$ cat src/rtl/boot_seq_pkg.sv
// boot_seq_pkg: shared state encoding and memory-map constants for the boot sequencer.
package boot_seq_pkg;
  typedef enum logic [2:0] {
    S_IDLE,
    S_LOAD,
    S_RELEASE,
    S_RUN,
    S_DONE,
    S_TIMEOUT
  } state_t;
  localparam logic [31:0] TEXT_BASE = 32'h0040_0000;
  localparam int LEN_W = 13;
endpackage

$ cat src/rtl/boot_sequencer_if.sv
// boot_sequencer_if: instruction stream, CPU reset and instruction-memory load port.
interface boot_sequencer_if #(
  parameter int IMEM_AW = 12
) ();
  logic               in_valid;
  logic [31:0]        in_data;
  logic               in_ready;
  logic               cpu_reset;
  logic               init_mode;
  logic               write_enable;
  logic [IMEM_AW-1:0] init_address;
  logic [31:0]        init_instruction;
  logic [31:0]        pc_out;
  modport master (
    output in_valid, in_data, pc_out,
    input  in_ready, cpu_reset, init_mode, write_enable, init_address, init_instruction
  );
  modport slave (
    input  in_valid, in_data, pc_out,
    output in_ready, cpu_reset, init_mode, write_enable, init_address, init_instruction
  );
endinterface

$ cat src/rtl/boot_sequencer.sv
// boot_sequencer: loads a program into CPU instruction memory, releases reset, and supervises the run.
module boot_sequencer
  import boot_seq_pkg::*;
#(
  parameter int RESET_HOLD = 2,
  parameter int IMEM_AW    = 12
) (
  input  logic             clk,
  input  logic             reset,
  input  logic             start,
  input  logic [LEN_W-1:0] prog_len,
  input  logic [31:0]      max_cycles,
  input  logic [31:0]      halt_pc,
  boot_sequencer_if.slave  bus,
  output logic             busy,
  output logic             done,
  output logic             timeout,
  output logic [31:0]      run_cycles
);
  state_t           state, next;
  logic [LEN_W-1:0] len_q, cnt;
  logic [31:0]      max_q, hold_cnt;
  logic             launch, accept, last, halt_hit, budget_hit;
  always_comb begin
    launch     = start && prog_len != '0 &&
                 (state == S_IDLE || state == S_DONE || state == S_TIMEOUT);
    accept     = state == S_LOAD && bus.in_valid;
    last       = accept && cnt == len_q - 1'b1;
    halt_hit   = state == S_RUN && bus.pc_out >= halt_pc;
    budget_hit = state == S_RUN && max_q != '0 && run_cycles + 32'd1 == max_q;
    next = state;
    case (state)
      S_IDLE, S_DONE, S_TIMEOUT: next = launch ? S_LOAD : state;
      S_LOAD:    next = last ? S_RELEASE : S_LOAD;
      S_RELEASE: next = hold_cnt + 32'd1 >= 32'(RESET_HOLD) ? S_RUN : S_RELEASE;
      S_RUN:     next = halt_hit ? S_DONE : budget_hit ? S_TIMEOUT : S_RUN;
      default:   next = S_IDLE;
    endcase
    bus.in_ready  = state == S_LOAD;
    bus.cpu_reset = state != S_RUN;
    bus.init_mode = state == S_IDLE || state == S_LOAD;
    busy          = state == S_LOAD || state == S_RELEASE || state == S_RUN;
  end
  // Memory writes are registered, so each pulse lands the cycle after its handshake.
  always_ff @(posedge clk) begin
    if (reset) begin
      state                <= S_IDLE;
      len_q                <= '0;
      cnt                  <= '0;
      max_q                <= '0;
      hold_cnt             <= '0;
      bus.write_enable     <= 1'b0;
      bus.init_address     <= '0;
      bus.init_instruction <= '0;
      done                 <= 1'b0;
      timeout              <= 1'b0;
      run_cycles           <= '0;
    end else begin
      state            <= next;
      bus.write_enable <= accept;
      hold_cnt         <= state == S_RELEASE ? hold_cnt + 32'd1 : '0;
      if (accept) begin
        bus.init_address     <= cnt[IMEM_AW-1:0];
        bus.init_instruction <= bus.in_data;
        cnt                  <= cnt + 1'b1;
      end
      if (state == S_RUN) run_cycles <= run_cycles + 32'd1;
      if (halt_hit) done <= 1'b1;
      if (budget_hit && !halt_hit) timeout <= 1'b1;
      if (launch) begin
        len_q      <= prog_len;
        max_q      <= max_cycles;
        cnt        <= '0;
        done       <= 1'b0;
        timeout    <= 1'b0;
        run_cycles <= '0;
      end
    end
  end
endmodule

$ cat src/flat_wrapper.sv
// flat-port wrapper written by rule: the top's interface ports become plain ports
module boot_sequencer_flat import boot_seq_pkg::*;
#(
  parameter int RESET_HOLD = 2,
  parameter int IMEM_AW    = 12
)
  (clk, reset, start, prog_len, max_cycles, halt_pc, busy, done, timeout, run_cycles, bus_in_valid, bus_in_data, bus_pc_out, bus_in_ready, bus_cpu_reset, bus_init_mode, bus_write_enable, bus_init_address, bus_init_instruction);
  boot_sequencer_if #(.IMEM_AW(IMEM_AW)) bus_i ();
  input  logic clk;
  input  logic reset;
  input  logic start;
  input  logic [LEN_W-1:0] prog_len;
  input  logic [31:0] max_cycles;
  input  logic [31:0] halt_pc;
  output logic busy;
  output logic done;
  output logic timeout;
  output logic [31:0] run_cycles;
  input wire logic [$bits(bus_i.in_valid)-1:0] bus_in_valid;
  input wire logic [$bits(bus_i.in_data)-1:0] bus_in_data;
  input wire logic [$bits(bus_i.pc_out)-1:0] bus_pc_out;
  output wire logic [$bits(bus_i.in_ready)-1:0] bus_in_ready;
  output wire logic [$bits(bus_i.cpu_reset)-1:0] bus_cpu_reset;
  output wire logic [$bits(bus_i.init_mode)-1:0] bus_init_mode;
  output wire logic [$bits(bus_i.write_enable)-1:0] bus_write_enable;
  output wire logic [$bits(bus_i.init_address)-1:0] bus_init_address;
  output wire logic [$bits(bus_i.init_instruction)-1:0] bus_init_instruction;
  assign bus_i.in_valid = bus_in_valid;
  assign bus_i.in_data = bus_in_data;
  assign bus_i.pc_out = bus_pc_out;
  assign bus_in_ready = bus_i.in_ready;
  assign bus_cpu_reset = bus_i.cpu_reset;
  assign bus_init_mode = bus_i.init_mode;
  assign bus_write_enable = bus_i.write_enable;
  assign bus_init_address = bus_i.init_address;
  assign bus_init_instruction = bus_i.init_instruction;
  boot_sequencer #(.RESET_HOLD(RESET_HOLD), .IMEM_AW(IMEM_AW)) u_core (.clk(clk), .reset(reset), .start(start), .prog_len(prog_len), .max_cycles(max_cycles), .halt_pc(halt_pc), .bus(bus_i), .busy(busy), .done(done), .timeout(timeout), .run_cycles(run_cycles));
endmodule
$ cat config.mk
export PLATFORM = sky130hd
export DESIGN_NAME = boot_sequencer_flat
export DESIGN_NICKNAME = d
export VERILOG_FILES = /design/src/rtl/boot_seq_pkg.sv /design/src/rtl/boot_sequencer_if.sv /design/src/rtl/boot_sequencer.sv /design/src/flat_wrapper.sv
export SDC_FILE = /design/constraint.sdc
export NUM_CORES = 1
export LEC_CHECK = 0
export CORE_ASPECT_RATIO = 2
export CORE_UTILIZATION = 55
export DETAILED_ROUTE_END_ITERATION = 10
export GPL_ROUTABILITY_DRIVEN = 0
export PLACE_DENSITY = 0.88
export SETUP_SLACK_MARGIN = 0.15
export SLEW_MARGIN = 5
export SYNTH_ARGS = -nofsm -noshare
export SYNTH_HDL_FRONTEND = slang
export SYNTH_SLANG_ARGS = --single-unit
export TNS_END_PERCENT = 5
$ cat constraint.sdc
create_clock -name clk -period 4.6 [get_ports clk]
set_input_delay 0.46 -clock clk [delete_from_list [all_inputs] [get_ports clk]]
set_output_delay 0.46 -clock clk [all_outputs]
set_load 0.1 [all_outputs]
==> Yosys cells after proc, flatten, opt, wreduce, memory -nomap -nowiden <==
Cells that the tools add are included.
{ "totals": {"elab_cells": 53, "inputBits": 145, "ff_bits": 172, "output_inout_bits": 83} }
{ "classes": {"reduce_logical": 20, "magnitude_cmp": 2, "n_mux": 6, "n_addsub": 4, "eq_ne": 9, "n_bitwise": 1} }
{ "ops": {"columns": ["cell", "n"], "rows": [
  ["$add A32 B1 Y32 const B", 2],
  ["$eq A32 B32 Y1", 1],
  ["$ge A32 B2 Y1 const B", 1],
  ["$ge A32 B32 Y1", 1],
  ["$reduce_bool A32 Y1", 1],
  ["$add A13 B1 Y13 const B", 1],
  ["$eq A13 B13 Y1", 1],
  ["$reduce_bool A13 Y1", 1],
  ["$sub A13 B1 Y13 const B", 1],
  ["$pmux W3 S4", 1],
  ["$mux W3", 3],
  ["$logic_and A1 B1 Y1", 8],
  ["$eq A3 B2 Y1 const B", 2],
  ["$eq A3 B3 Y1 const B", 2],
  ["$logic_or A1 B1 Y1", 5],
  ["$reduce_or A2 Y1", 2],
  ["$eq A3 B1 Y1 const B", 1],
  ["$logic_not A3 Y1", 1],
  ["$ne A3 B2 Y1 const B", 1],
  ["$reduce_or A3 Y1", 1],
  ["$mux W2", 1],
  ["$ne A2 B1 Y1 const B", 1],
  ["$logic_not A1 Y1", 1],
  ["$mux W1", 1],
  ["$not A1 Y1", 1]
]} }

==> Depth between registers and ports, before layout <==
Gate-level depths: netlist of the first run.
{ "logic_depth": {"ltp_word": 6, "mapped_depth": 12, "ltp_nobuf": 10} }

==> Least setup slack after synthesis of the first run <==
No wires, ideal clock.
{ "synth_path": {"path_kind": "flip-flop to flip-flop", "from": "register u_core.run_cycles[12]", "to": "register u_core.state[1]", "setup_time_ns": 0.123, "stages_incl_launch_ff": 10, "arrival_ns": 3.007, "n_path_buf": 1, "period_less_slack_ns": 3.130, "path_slack_ns": 1.470, "required_time_ns": 4.477, "cell_sequence": "dfxtp_1 > buf_2 > nand3_4 > or4_4 > nor3_4 > xnor2_1 > o21ai_0 > nor3_1 > and4_1 > o211ai_2"} }
{ "synth_via": {"elab_chain_len": 6} }
{ "synth_lines": {"columns": ["item", "line", "source"], "rows": [
  ["from (decl)", "boot_sequencer.sv:18", "output logic [31:0] run_cycles"],
  ["from (signal assigned)", "boot_sequencer.sv:67", "if (state == S_RUN) run_cycles <= run_cycles + 32'd1;"],
  ["$add A32 B1 Y32", "boot_sequencer.sv:30", "budget_hit = state == S_RUN && max_q != '0 && run_cycles + 32'd1 == max_q;"],
  ["$eq A32 B32 Y1", "boot_sequencer.sv:30", null],
  ["$logic_and A1 B1 Y1", "boot_sequencer.sv:30", null],
  ["$mux W3 (2 in a row)", "boot_sequencer.sv:36", "S_RUN: next = halt_hit ? S_DONE : budget_hit ? S_TIMEOUT : S_RUN;"],
  ["$pmux W3 S4", "boot_sequencer.sv:32", "case (state)"],
  ["to (signal assigned)", "boot_sequencer.sv:59", "state <= next;"],
  ["to (decl)", "boot_sequencer.sv:20", "state_t state, next;"]
]} }
Every way passes these cells.
A chain may end at the register's enable or synchronous reset.

==> Worst setup path in the final report of the first run <==
{ "layout_path": {"from": "register u_core.state[0]", "to": "output bus_cpu_reset"} }
{ "layout_via": {"elab_chain_len": 1} }
{ "layout_lines": {"columns": ["item", "line", "source"], "rows": [
  ["$ne A3 B2 Y1", "boot_sequencer.sv:40", "bus.cpu_reset = state != S_RUN;"],
  ["to (decl)", "flat_wrapper.sv:23", "output wire logic [$bits(bus_i.cpu_reset)-1:0] bus_cpu_reset;"]
]} }
Every way passes these cells.

==> parameters.txt, run 1 <==
Parameter                              Value

Outcome
  Status ... completed

Clock tree
  Clock latency of the later-clocked register in the worst-skew pair ... 0.44 ns
  CTS hold repair buffers ... 0
  Clk pin slew, worst setup/hold paths ... 0.06 ns
  Htree depth ... 4
  Maximum number of buffers from clock root to sink ... 2
  Clock buffer count from CTS ... 17
  Clock root buffer ... sky130_fd_sc_hd__clkbuf_16
  Gates resized, CTS repair ... 0
  Buffer count from post-CTS setup fixing ... 0
  # clock sinks ... 172
  TritonCTS clock tree ... done

Worst setup path
  Type of element capturing the critical path ... output port
  Top fanout value on the critical path ... 17
  Worst-case reg-to-reg path depth ... 9
  RR Startpoint ... u_core.run_cycles[0]
  Data arrival time of the worst path ... 3.03 ns
  Category of the worst setup path launch point ... register
  RR Endpoint ... u_core.state[1]
  CP Capture Point ... bus_cpu_reset
  Crit path from ... u_core.state[0]
  Reg-to-reg setup timing slack ... between 1.5 and 2 ns
  Critical path type ... reg2out
  Worst EP required ... between 4 and 5 ns

Synthesis
  Post-Synthesis Cells ... 1248
  Synth Cell Area ... 0.00968 mm²
  Synthesized net count ... 1430
  Synth top area cells ... sky130_fd_sc_hd__dfxtp_1 (36%), sky130_fd_sc_hd__nand2_1 (9.5%), sky130_fd_sc_hd__xnor2_1 (6.2%), sky130_fd_sc_hd__a21oi_1 (5.9%), sky130_fd_sc_hd__xor2_1 (5.0%)
  Area leader, netlist ... sky130_fd_sc_hd__dfxtp_1
  Distinct cell type count after synthesis ... 84
  Part of the Yosys area used for sequential elements ... 35.6%
  Top-count cell post-synth ... sky130_fd_sc_hd__nand2_1
  Synth Register Bits ... 172
  Share of synthesized registers carrying an async set or reset ... 0%
  Top-area cell type share of the netlist area ... approximately 36%
  List of most frequent post-synthesis cells ... sky130_fd_sc_hd__nand2_1 (244), sky130_fd_sc_hd__dfxtp_1 (172), sky130_fd_sc_hd__nor2_1 (122), sky130_fd_sc_hd__a21oi_1 (114), sky130_fd_sc_hd__xnor2_1 (69)
  Leading register cell type out of synthesis ... sky130_fd_sc_hd__dfxtp_1
  Synthesis Warnings ... 0
  EDFF count, synth ... 0
  Avg Synthesized Cell Area ... 7.76 µm²

Finish
  Inserted Diodes ... 0
  Number of non-filler instances in the completed layout ... 1659
  P&R area growth vs syn ... 30.0%
  Area occupied by registers ... 0.00344 mm²
  Fill cell count ... 1295
  Total number of nets in the final design ... 1618
  Final core utilization ... 72.9%
  Non-Filler Cell Area, Final ... 0.0126 mm²
  Multi-input logic area ... 0.00580 mm²
  Fraction of layout instances using a drive strength above 1 ... 5.24%

STA
  Number of failing setup endpoints in the final timing report ... 0
  Final critical-path required period ... approximately 3.5 ns
  Highest Clock Rate ... approximately 290 MHz
  Setup Total Neg Slack ... 0 ns
  Final number of max-transition violations ... 0
  Final hold violation count ... 0
  Final Skew ... about 0.0084 ns
  Actual slew at the worst max-slew pin ... 1.07 ns
  Hold Slack ... 0.414 ns
  Worst path setup slack after routing ... 1.11 ns
  Final worst-path cycle share ... 75.9%
  Worst max-slew margin expressed relative to the limit ... between 20 and 30%
  Setup repair after global routing missed its margin ... no

Place
  Placed instance area ... about 0.012 mm²
  Number of buffers inserted by port buffering ... 227
  Detail Placement HPWL ... 21.3 mm
  Cell count after placement ... 1627
  Dpl ws ... 1.30 ns

Routing
  Total number of vias ... 9732
  Number of design rule violations left after detail routing ... 0
  Via density per instance ... a little under 6
  Detailed Route Iter0 Violations ... 548
  Post-DRT Antenna Nets ... 0
  Detailed Routing Iterations Pass 1 ... 6
  Drt wl/cell ... 17.2 µm
  Routed wire length ... 28.5 mm

Floorplan
  Die Span X ... 95.8 µm
  DIE AREA ... about 0.018 mm²
  Top-level I/O count ... 228
  Core Area ... ~0.017 mm²
  Die Y-Extent ... 190 µm
  Initial Utilization ... between 50% and 60%
  FP Rows ... 68

Pwr
  Highest ir drop seen on vdd ... 238 µV
  Power Density ... between 200 and 300 mW/mm²
  P_leak ... 4.53 nW
  Total power after layout ... 3.54 mW

Worst hold path
  HP Class ... in2reg

Global routing
  First-pass GRT wire length ... 45.2 mm
  Initial antenna violation count ... 0
  Number of global-route vias before repair ... 9667
  Global route overflow ... 0
  All-Layer GR Usage ... 32.1%
  Pin count of the biggest net entering global routing ... 91

Flow run
  Max-cap check violation count ... 0
## worst min path at each step
stage,startpoint,end,cells past startpoint
6_report,reset,u_core.done,3
3_5_place_dp,u_core.bus.init_instruction[20],u_core.bus.init_instruction[20],2
2_1_floorplan,u_core.hold_cnt[0],u_core.hold_cnt[0],1
5_1_grt,reset,u_core.done,3
4_1_cts,reset,u_core.done,3
3_3_place_gp,u_core.timeout,u_core.timeout,2
## cells in the final DEF, fill, tap and decap left out, types with 17 or more instances in the layout
| master | Yosys | final |
|---|---|---|
| sky130_fd_sc_hd__xnor2_1 | 69 | 69 |
| sky130_fd_sc_hd__a21oi_1 | 114 | 114 |
| sky130_fd_sc_hd__o21ai_0 | 22 | 22 |
| sky130_fd_sc_hd__nand3_1 | 41 | 41 |
| sky130_fd_sc_hd__ha_1 | 37 | 37 |
| sky130_fd_sc_hd__clkbuf_16 | 0 | 17 |
| sky130_fd_sc_hd__nor4_1 | 26 | 26 |
| sky130_fd_sc_hd__clkdlybuf4s50_1 | 0 | 226 |
| sky130_fd_sc_hd__xor2_1 | 55 | 55 |
| sky130_fd_sc_hd__dfxtp_1 | 172 | 172 |
| sky130_fd_sc_hd__nand4_1 | 36 | 36 |
| sky130_fd_sc_hd__inv_1 | 47 | 47 |
| sky130_fd_sc_hd__nor2_1 | 122 | 122 |
| sky130_fd_sc_hd__nand2_1 | 244 | 244 |
| sky130_fd_sc_hd__nor3_1 | 21 | 20 |
## worst max-delay path, stage by stage, from the launching register on
cell and delay [ns]:
sky130_fd_sc_hd__dfxtp_1 0.34, sky130_fd_sc_hd__nor2b_1 0.16, sky130_fd_sc_hd__and2_1 0.16, sky130_fd_sc_hd__buf_4 0.20, sky130_fd_sc_hd__inv_1 0.47, sky130_fd_sc_hd__clkdlybuf4s50_1 1.25
## routing by layer
metal | vias to the layer above | GRT usage, % | wire length [µm]
met2 | 452 | 60.1 | 15300
met4 | 0 | 22.4 | 2070
met3 | 148 | 7.35 | 1940
li1 | 4680 | - | -
met5 | - | 0 | 0
met1 | 4452 | 29.0 | 9140
## state kept, by name (all words and copies together), names as in the netlist
name and cells:
u_core.bus.init_instruction 32, u_core.hold_cnt 32, u_core.max_q 32, u_core.run_cycles 32, u_core.cnt 13, u_core.len_q 13, u_core.bus.init_address 12, u_core.state 3
u_core.bus.write_enable 1, u_core.done 1, u_core.timeout 1
## cell type report
cell class | count | share of cell area (%)
clock buffers | 18 | 3.41
repair buffers | 233 | 18.5
well taps | 210 | 2.09
clock inverters | 14 | 1.16
flip-flops and latches | 172 | 27.4
inverters | 47 | 1.40
multi-input cells | 965 | 46.1
## kinds of logic (layout without fill, tap and decap cells)
logic type,Yosys count,count (layout),share of synthesized area (%)
simple gates,588,588,29.7
flops,172,172,35.6
compound gates,210,210,13.5
buf+inv,111,312,4.58
mux,6,6,0.633
xor+xnor,124,124,11.2
fa+ha+maj,37,37,4.78
## power by group
| group | internal, mW | switching, mW |
|---|---|---|
| clock | 0.799 | 0.615 |
| sequential | 1.53 | 0.0420 |
| combinational | 0.248 | 0.308 |
| total | 2.57 | 0.964 |
(Power assumes the default switching activity.)
==> run 2, diff against run 1 <==
- CORE_UTILIZATION: 55 -> 51
- PLACE_DENSITY: 0.88 -> 0.82
- clock period: 4.6 -> 3.27 ns (I/O delays scaled with it)
==> run 2 against run 1 <==
  * Global-route usage is 2.4 points lower
  * Total power is 43% higher
  * Worst setup slack worse by 0.68 ns
  * Non-clock buffer count is 9 higher
  * Design area is 0.16% higher
  * Routed wire length is 0.27% lower
  * Die area is 7.7% higher
  * Clock power is 46% higher
==> parameters.txt, run 2 (synthesized netlist as in run 1, its figures left out) <==
Parameter                              Value

STA
  Final worst-path cycle share ... between 80 and 90%
  Number of failing setup endpoints in the final timing report ... 0
  Final hold violation count ... 0
  Final critical-path required period ... 2.84 ns
  Setup Total Neg Slack ... 0 ns
  Worst max-slew margin expressed relative to the limit ... 29.6%
  Worst path setup slack after routing ... 0.431 ns
  Final Skew ... just over 0.007 ns
  Highest Clock Rate ... 352 MHz
  Actual slew at the worst max-slew pin ... 1.05 ns
  Final number of max-transition violations ... 0
  Setup repair after global routing missed its margin ... no

Clock tree
  TritonCTS clock tree ... done
  Buffer count from post-CTS setup fixing ... 0
  Clock root buffer ... sky130_fd_sc_hd__clkbuf_16
  Clock buffer count from CTS ... 17
  Clock latency of the later-clocked register in the worst-skew pair ... 0.43 ns
  Gates resized, CTS repair ... 0
  CTS hold repair buffers ... 0
  Clk pin slew, worst setup/hold paths ... 0.06 ns
  Htree depth ... 4
  # clock sinks ... 172
  Maximum number of buffers from clock root to sink ... 2

Routing
  Total number of vias ... 9694
  Post-DRT Antenna Nets ... 0
  Drt wl/cell ... approximately 17 µm
  Routed wire length ... 28.4 mm
  Number of design rule violations left after detail routing ... 0
  Detailed Route Iter0 Violations ... 516
  Detailed Routing Iterations Pass 1 ... 7
  Via density per instance ... 5.79

Outcome
  Status ... completed

Worst setup path
  Delay contributed by the slowest stage of the critical path ... 0.64 ns
  Kind of cell adding the most delay to the critical path ... simple AND/OR/NAND/NOR gates
  Critical path type ... reg2reg
  Critical-path cell list ... inv_1 -> ha_1 -> or4b_1 -> nor2_1 -> xnor2_1 -> nor4_1 -> o2111ai_1 -> a21o_1 -> o211ai_2
  Data arrival time of the worst path ... 3.20 ns
  Category of the worst setup path launch point ... register
  Top fanout value on the critical path ... 9
  Buf+Inv Stages, Crit Path ... 1
  Cell with the largest stage delay on the worst path ... sky130_fd_sc_hd__or4b_1
  Type of element capturing the critical path ... register
  Worst EP required ... roughly 3.6 ns

Finish
  Inserted Diodes ... 0
  Fill cell count ... 1503
  Commonest non-fill, non-tap cell in the layout ... sky130_fd_sc_hd__nand2_1
  Fraction of layout instances using a drive strength above 1 ... under 10%
  Top library cells by usage in the layout, fill and taps aside ... sky130_fd_sc_hd__nand2_1 (244), sky130_fd_sc_hd__clkdlybuf4s50_1 (199), sky130_fd_sc_hd__dfxtp_1 (171)
  Total number of nets in the final design ... 1627
  Multi-input logic area ... 0.00580 mm²
  Area occupied by registers ... ~0.0034 mm²
  P&R area growth vs syn ... 30.2%

Floorplan
  FP Rows ... 70
  Core Area ... 0.0184 mm²
  DIE AREA ... 0.0196 mm²
  Die Y-Extent ... 197 µm
  Die Span X ... a little under 100 µm
  Top-level I/O count ... roughly 230
  Initial Utilization ... 52.6%

Global routing
  All-Layer GR Usage ... around 30%
  Pin count of the biggest net entering global routing ... between 80 and 90
  Number of global-route vias before repair ... 9409
  Initial antenna violation count ... 0
  Global route overflow ... 0
  First-pass GRT wire length ... 45.7 mm

Place
  Detail Placement HPWL ... about 21 mm
  Dpl ws ... 0.234 ns
  Number of buffers inserted by port buffering ... between 200 and 250

Pwr
  P_leak ... 4.64 nW
  Power Density ... 400 mW/mm²
  Highest ir drop seen on vdd ... 294 µV

Flow run
  Max-cap check violation count ... 0

Worst hold path
  HP Class ... in2reg
[run 2: cell count changes in the layout (fill, tap and decap cells not counted), moves of 2 or more]
cell                              change
sky130_fd_sc_hd__buf_4               +37
sky130_fd_sc_hd__clkbuf_8             +2
sky130_fd_sc_hd__clkdlybuf4s50_1     -27
sky130_fd_sc_hd__clkinvlp_4           -5
[run 2: metrics by stage]
step | cell area (µm²) | hold WS (ns) | instances | util (%) | total power, mW
after detailed placement | 12000 | 0.447 | 1642 | 65.3 | 3.03
after floorplan | 9680 | 0.445 | 1248 | - | 2.71
after CTS | 12600 | 0.243 | 1673 | 68.5 | 5.07
final | 12600 | 0.259 | 1673 | 68.5 | 5.05
after global routing | 12600 | 0.245 | 1673 | 68.5 | 5.22
after global placement | 12000 | 0.436 | 1642 | 65.3 | 3.01
[run 2: routing by layer]
layer / vias to the layer above / GRT usage, % / wire (µm)
li1: 4696 / - / -
met1: 4484 / 28.1 / 9770
met2: 387 / 56.7 / 15300
met3: 127 / 5.21 / 1410
met4: 0 / 20.0 / 1890
met5: - / 0 / 0
[run 2: where the power goes]
part	switching [mW]	leakage [nW]	internal (mW)	total, mW
sequential	0.0563	1.40	2.15	2.20
clock	0.823	0.293	1.24	2.06
combinational	0.433	2.96	0.350	0.783
total	1.31	4.64	3.73	5.05
[run 2: area by class of cell]
type | instances | area share, %
Clock buffer | 21 | 3.65
Clock inverter | 10 | 1.10
Inverter | 47 | 1.40
Multi-Input combinational cell | 965 | 46.0
Sequential cell | 172 | 27.3
Tap cell | 216 | 2.14
Timing Repair Buffer | 242 | 18.3
[run 2: worst paths after layout]
path | depth (start not counted) | from | end | slack (ns)
max | 9 | u_core.len_q[0] | u_core.state[1] | 0.43
min | 2 | reset | u_core.max_q[17] | 0.26
max reg2reg | 9 | u_core.len_q[0] | u_core.state[1] | 0.43
min reg2reg | 2 | u_core.bus.init_instruction[0] | u_core.bus.init_instruction[0] | 0.45
[run 2: worst reg2reg max path, stage by stage (launching register included)]
cell and delay, ns:
sky130_fd_sc_hd__dfxtp_1 0.35, sky130_fd_sc_hd__inv_1 0.07, sky130_fd_sc_hd__ha_1 0.34, sky130_fd_sc_hd__or4b_1 0.64, sky130_fd_sc_hd__nor2_1 0.21, sky130_fd_sc_hd__xnor2_1 0.08, sky130_fd_sc_hd__nor4_1 0.43, sky130_fd_sc_hd__o2111ai_1 0.34
sky130_fd_sc_hd__a21o_1 0.27, sky130_fd_sc_hd__o211ai_2 0.05
==> run 3, diff against run 2 <==
- GPL_TIMING_DRIVEN: unset -> 1
- SETUP_SLACK_MARGIN: 0.15 -> 0.4
==> run 3 against run 2 <==
  * Clock power decreased by 4%
  * Count of clock-buffer cells in the layout decreased by 3
  * Critical path depth did not move
  * Final cell count rose by 0.30%
  * Worst setup slack better by 0.027 ns
  * Total power decreased by 1.5%
  * Clock skew is 0.0016 ns higher
  * Combinational power is essentially flat
  * Sequential share of layout area rose by 0.086 points
  * Utilization is 0.31 points higher
  * Critical path type unchanged
==> parameters.txt, run 3 (synthesized netlist as in run 1, its figures left out) <==
Parameter                              Value

Outcome
  Status ... completed

Floorplan
  Die Y-Extent ... 197 µm
  Initial Utilization ... a little over half
  FP Rows ... 70
  Top-level I/O count ... 228
  Core Area ... about 0.018 mm²
  DIE AREA ... 0.0196 mm²
  Die Span X ... 99.4 µm

Clock tree
  Buffer count from post-CTS setup fixing ... 0
  Clock root buffer ... sky130_fd_sc_hd__clkbuf_16
  # clock sinks ... 172
  Maximum number of buffers from clock root to sink ... 2
  Clock buffer count from CTS ... 17
  Clk pin slew, worst setup/hold paths ... roughly 0.07 ns
  TritonCTS clock tree ... done
  Clock latency of the later-clocked register in the worst-skew pair ... 0.44 ns
  Gates resized, CTS repair ... 0
  Htree depth ... 4
  CTS hold repair buffers ... 0

STA
  Highest Clock Rate ... 356 MHz
  Final hold violation count ... 0
  Final worst-path cycle share ... 86.0%
  Final number of max-transition violations ... 0
  Setup Total Neg Slack ... 0 ns
  Hold Slack ... approximately 0.43 ns
  Number of failing setup endpoints in the final timing report ... 0
  Setup repair after global routing missed its margin ... yes
  Actual slew at the worst max-slew pin ... 1.04 ns
  Final critical-path required period ... 2.81 ns
  Final Skew ... 0.00876 ns
  Worst max-slew margin expressed relative to the limit ... 30.3%

Worst hold path
  HP Class ... in2reg
  Hold path start ... max_cycles[17]
  Worst min-delay path endpoint ... u_core.max_q[17]
  Hold depth ... 3

Pwr
  Total power after layout ... between 4 and 5 mW
  Switching share of total power ... 28.0%
  Total net switching power ... 1.39 mW
  Combinational cell fraction of total power ... 15.8%
  Portion of total power attributed to the clock network ... 39.9%
  Design internal power ... 3.58 mW
  P_leak ... 4.62 nW
  Sequential cell fraction of total power ... 44.3%
  Highest ir drop seen on vdd ... 320 µV
  Power Density ... 393 mW/mm²

Finish
  Commonest non-fill, non-tap cell in the layout ... sky130_fd_sc_hd__nand2_1
  P&R area growth vs syn ... 30.8%
  Fill cell count ... 1481
  Top library cells by usage in the layout, fill and taps aside ... sky130_fd_sc_hd__nand2_1 (244), sky130_fd_sc_hd__clkdlybuf4s50_1 (211), sky130_fd_sc_hd__dfxtp_1 (150)
  Total number of nets in the final design ... between 1.5k and 2k
  Area occupied by registers ... approximately 0.0035 mm²
  Fraction of layout instances using a drive strength above 1 ... 8.70%
  Multi-input logic area ... 0.00581 mm²

Place
  Number of buffers inserted by port buffering ... 227
  Detail Placement HPWL ... about 22 mm

Global routing
  All-Layer GR Usage ... 30.0%
  First-pass GRT wire length ... 46.4 mm
  Global route overflow ... 0
  Number of global-route vias before repair ... 9770
  Initial antenna violation count ... 2
  Pin count of the biggest net entering global routing ... between 50 and 60

Worst setup path
  Critical path type ... reg2reg
  Top fanout value on the critical path ... 5
  Worst EP required ... 3.60 ns
  Reg-to-reg setup timing slack ... roughly 0.46 ns
  Type of element capturing the critical path ... register
  Worst-case reg-to-reg path depth ... 9
  RR Startpoint ... u_core.hold_cnt[0]
  Crit path from ... u_core.hold_cnt[0]
  Category of the worst setup path launch point ... register
  RR Endpoint ... u_core.state[0]
  Data arrival time of the worst path ... 3.14 ns

Routing
  Drt wl/cell ... roughly 17 µm
  Number of design rule violations left after detail routing ... 0
  Detailed Routing Iterations Pass 1 ... 6
  Detailed Route Iter0 Violations ... 449
  Routed wire length ... 28.7 mm
  Total number of vias ... approximately 10k
  Post-DRT Antenna Nets ... 0
  Via density per instance ... 5.82

Flow run
  Max-cap check violation count ... 0
[run 3: worst max-delay path by stage]
stage,end,slack [ns],cells past startpoint
4_1_cts,u_core.state[0],0.47,9
3_5_place_dp,u_core.state[1],0.30,12
2_1_floorplan,u_core.state[1],0.46,8
6_report,u_core.state[0],0.46,9
3_3_place_gp,u_core.state[1],0.34,12
5_1_grt,u_core.state[0],0.34,9
[run 3: area by class of cell]
cell class	count	area share, %
Antenna cell	2	0.0395
Clock buffer	18	3.47
Clock inverter	14	1.04
Inverter	47	1.39
Multi-Input combinational cell	965	45.9
Sequential cell	172	27.4
Tap cell	216	2.13
Timing Repair Buffer	244	18.6
[run 3: per-stage QoR]
| step | setup WS (ns) | std cells | instance area, µm² | util, % |
|---|---|---|---|---|
| floorplan | 0.456 | 1248 | 9710 | - |
| global placement | 0.335 | 1644 | 12100 | 65.7 |
| detailed placement | 0.300 | 1644 | 12100 | 65.7 |
| CTS | 0.472 | 1676 | 12600 | 68.8 |
| global route | 0.340 | 1678 | 12700 | 68.8 |
| finish | 0.458 | 1678 | 12700 | 68.8 |
[run 3: power by group through the flow]
stage / combinational, mW / clock, mW / sequential, mW
final: 0.786 / 1.98 / 2.20
after global routing: 0.854 / 2.09 / 2.21
after CTS: 0.786 / 2.00 / 2.20
after detailed placement: 0.779 / 0 / 2.25
after global placement: 0.766 / 0 / 2.25
after floorplan: 0.353 / 0 / 2.35
[run 3: critical path, stage by stage (launching register included)]
cell and delay [ns]:
sky130_fd_sc_hd__dfxtp_1 0.40, sky130_fd_sc_hd__ha_1 0.27, sky130_fd_sc_hd__nand4_1 0.14, sky130_fd_sc_hd__nor4_1 0.60, sky130_fd_sc_hd__mux2i_1 0.29, sky130_fd_sc_hd__a32oi_1 0.16
sky130_fd_sc_hd__a221o_1 0.29, sky130_fd_sc_hd__nor4_1 0.27, sky130_fd_sc_hd__a31o_1 0.21, sky130_fd_sc_hd__nand3_1 0.07
[run 3: routing by layer]
layer / part of all wire, % / vias up / global-route usage (%)
met2: 55 / 416 / 57.2
met5: 0 / - / 0
met1: 33 / 4508 / 28.0
met3: 4.8 / 147 / 5.04
met4: 7.1 / 0 / 21.7
li1: - / 4696 / -
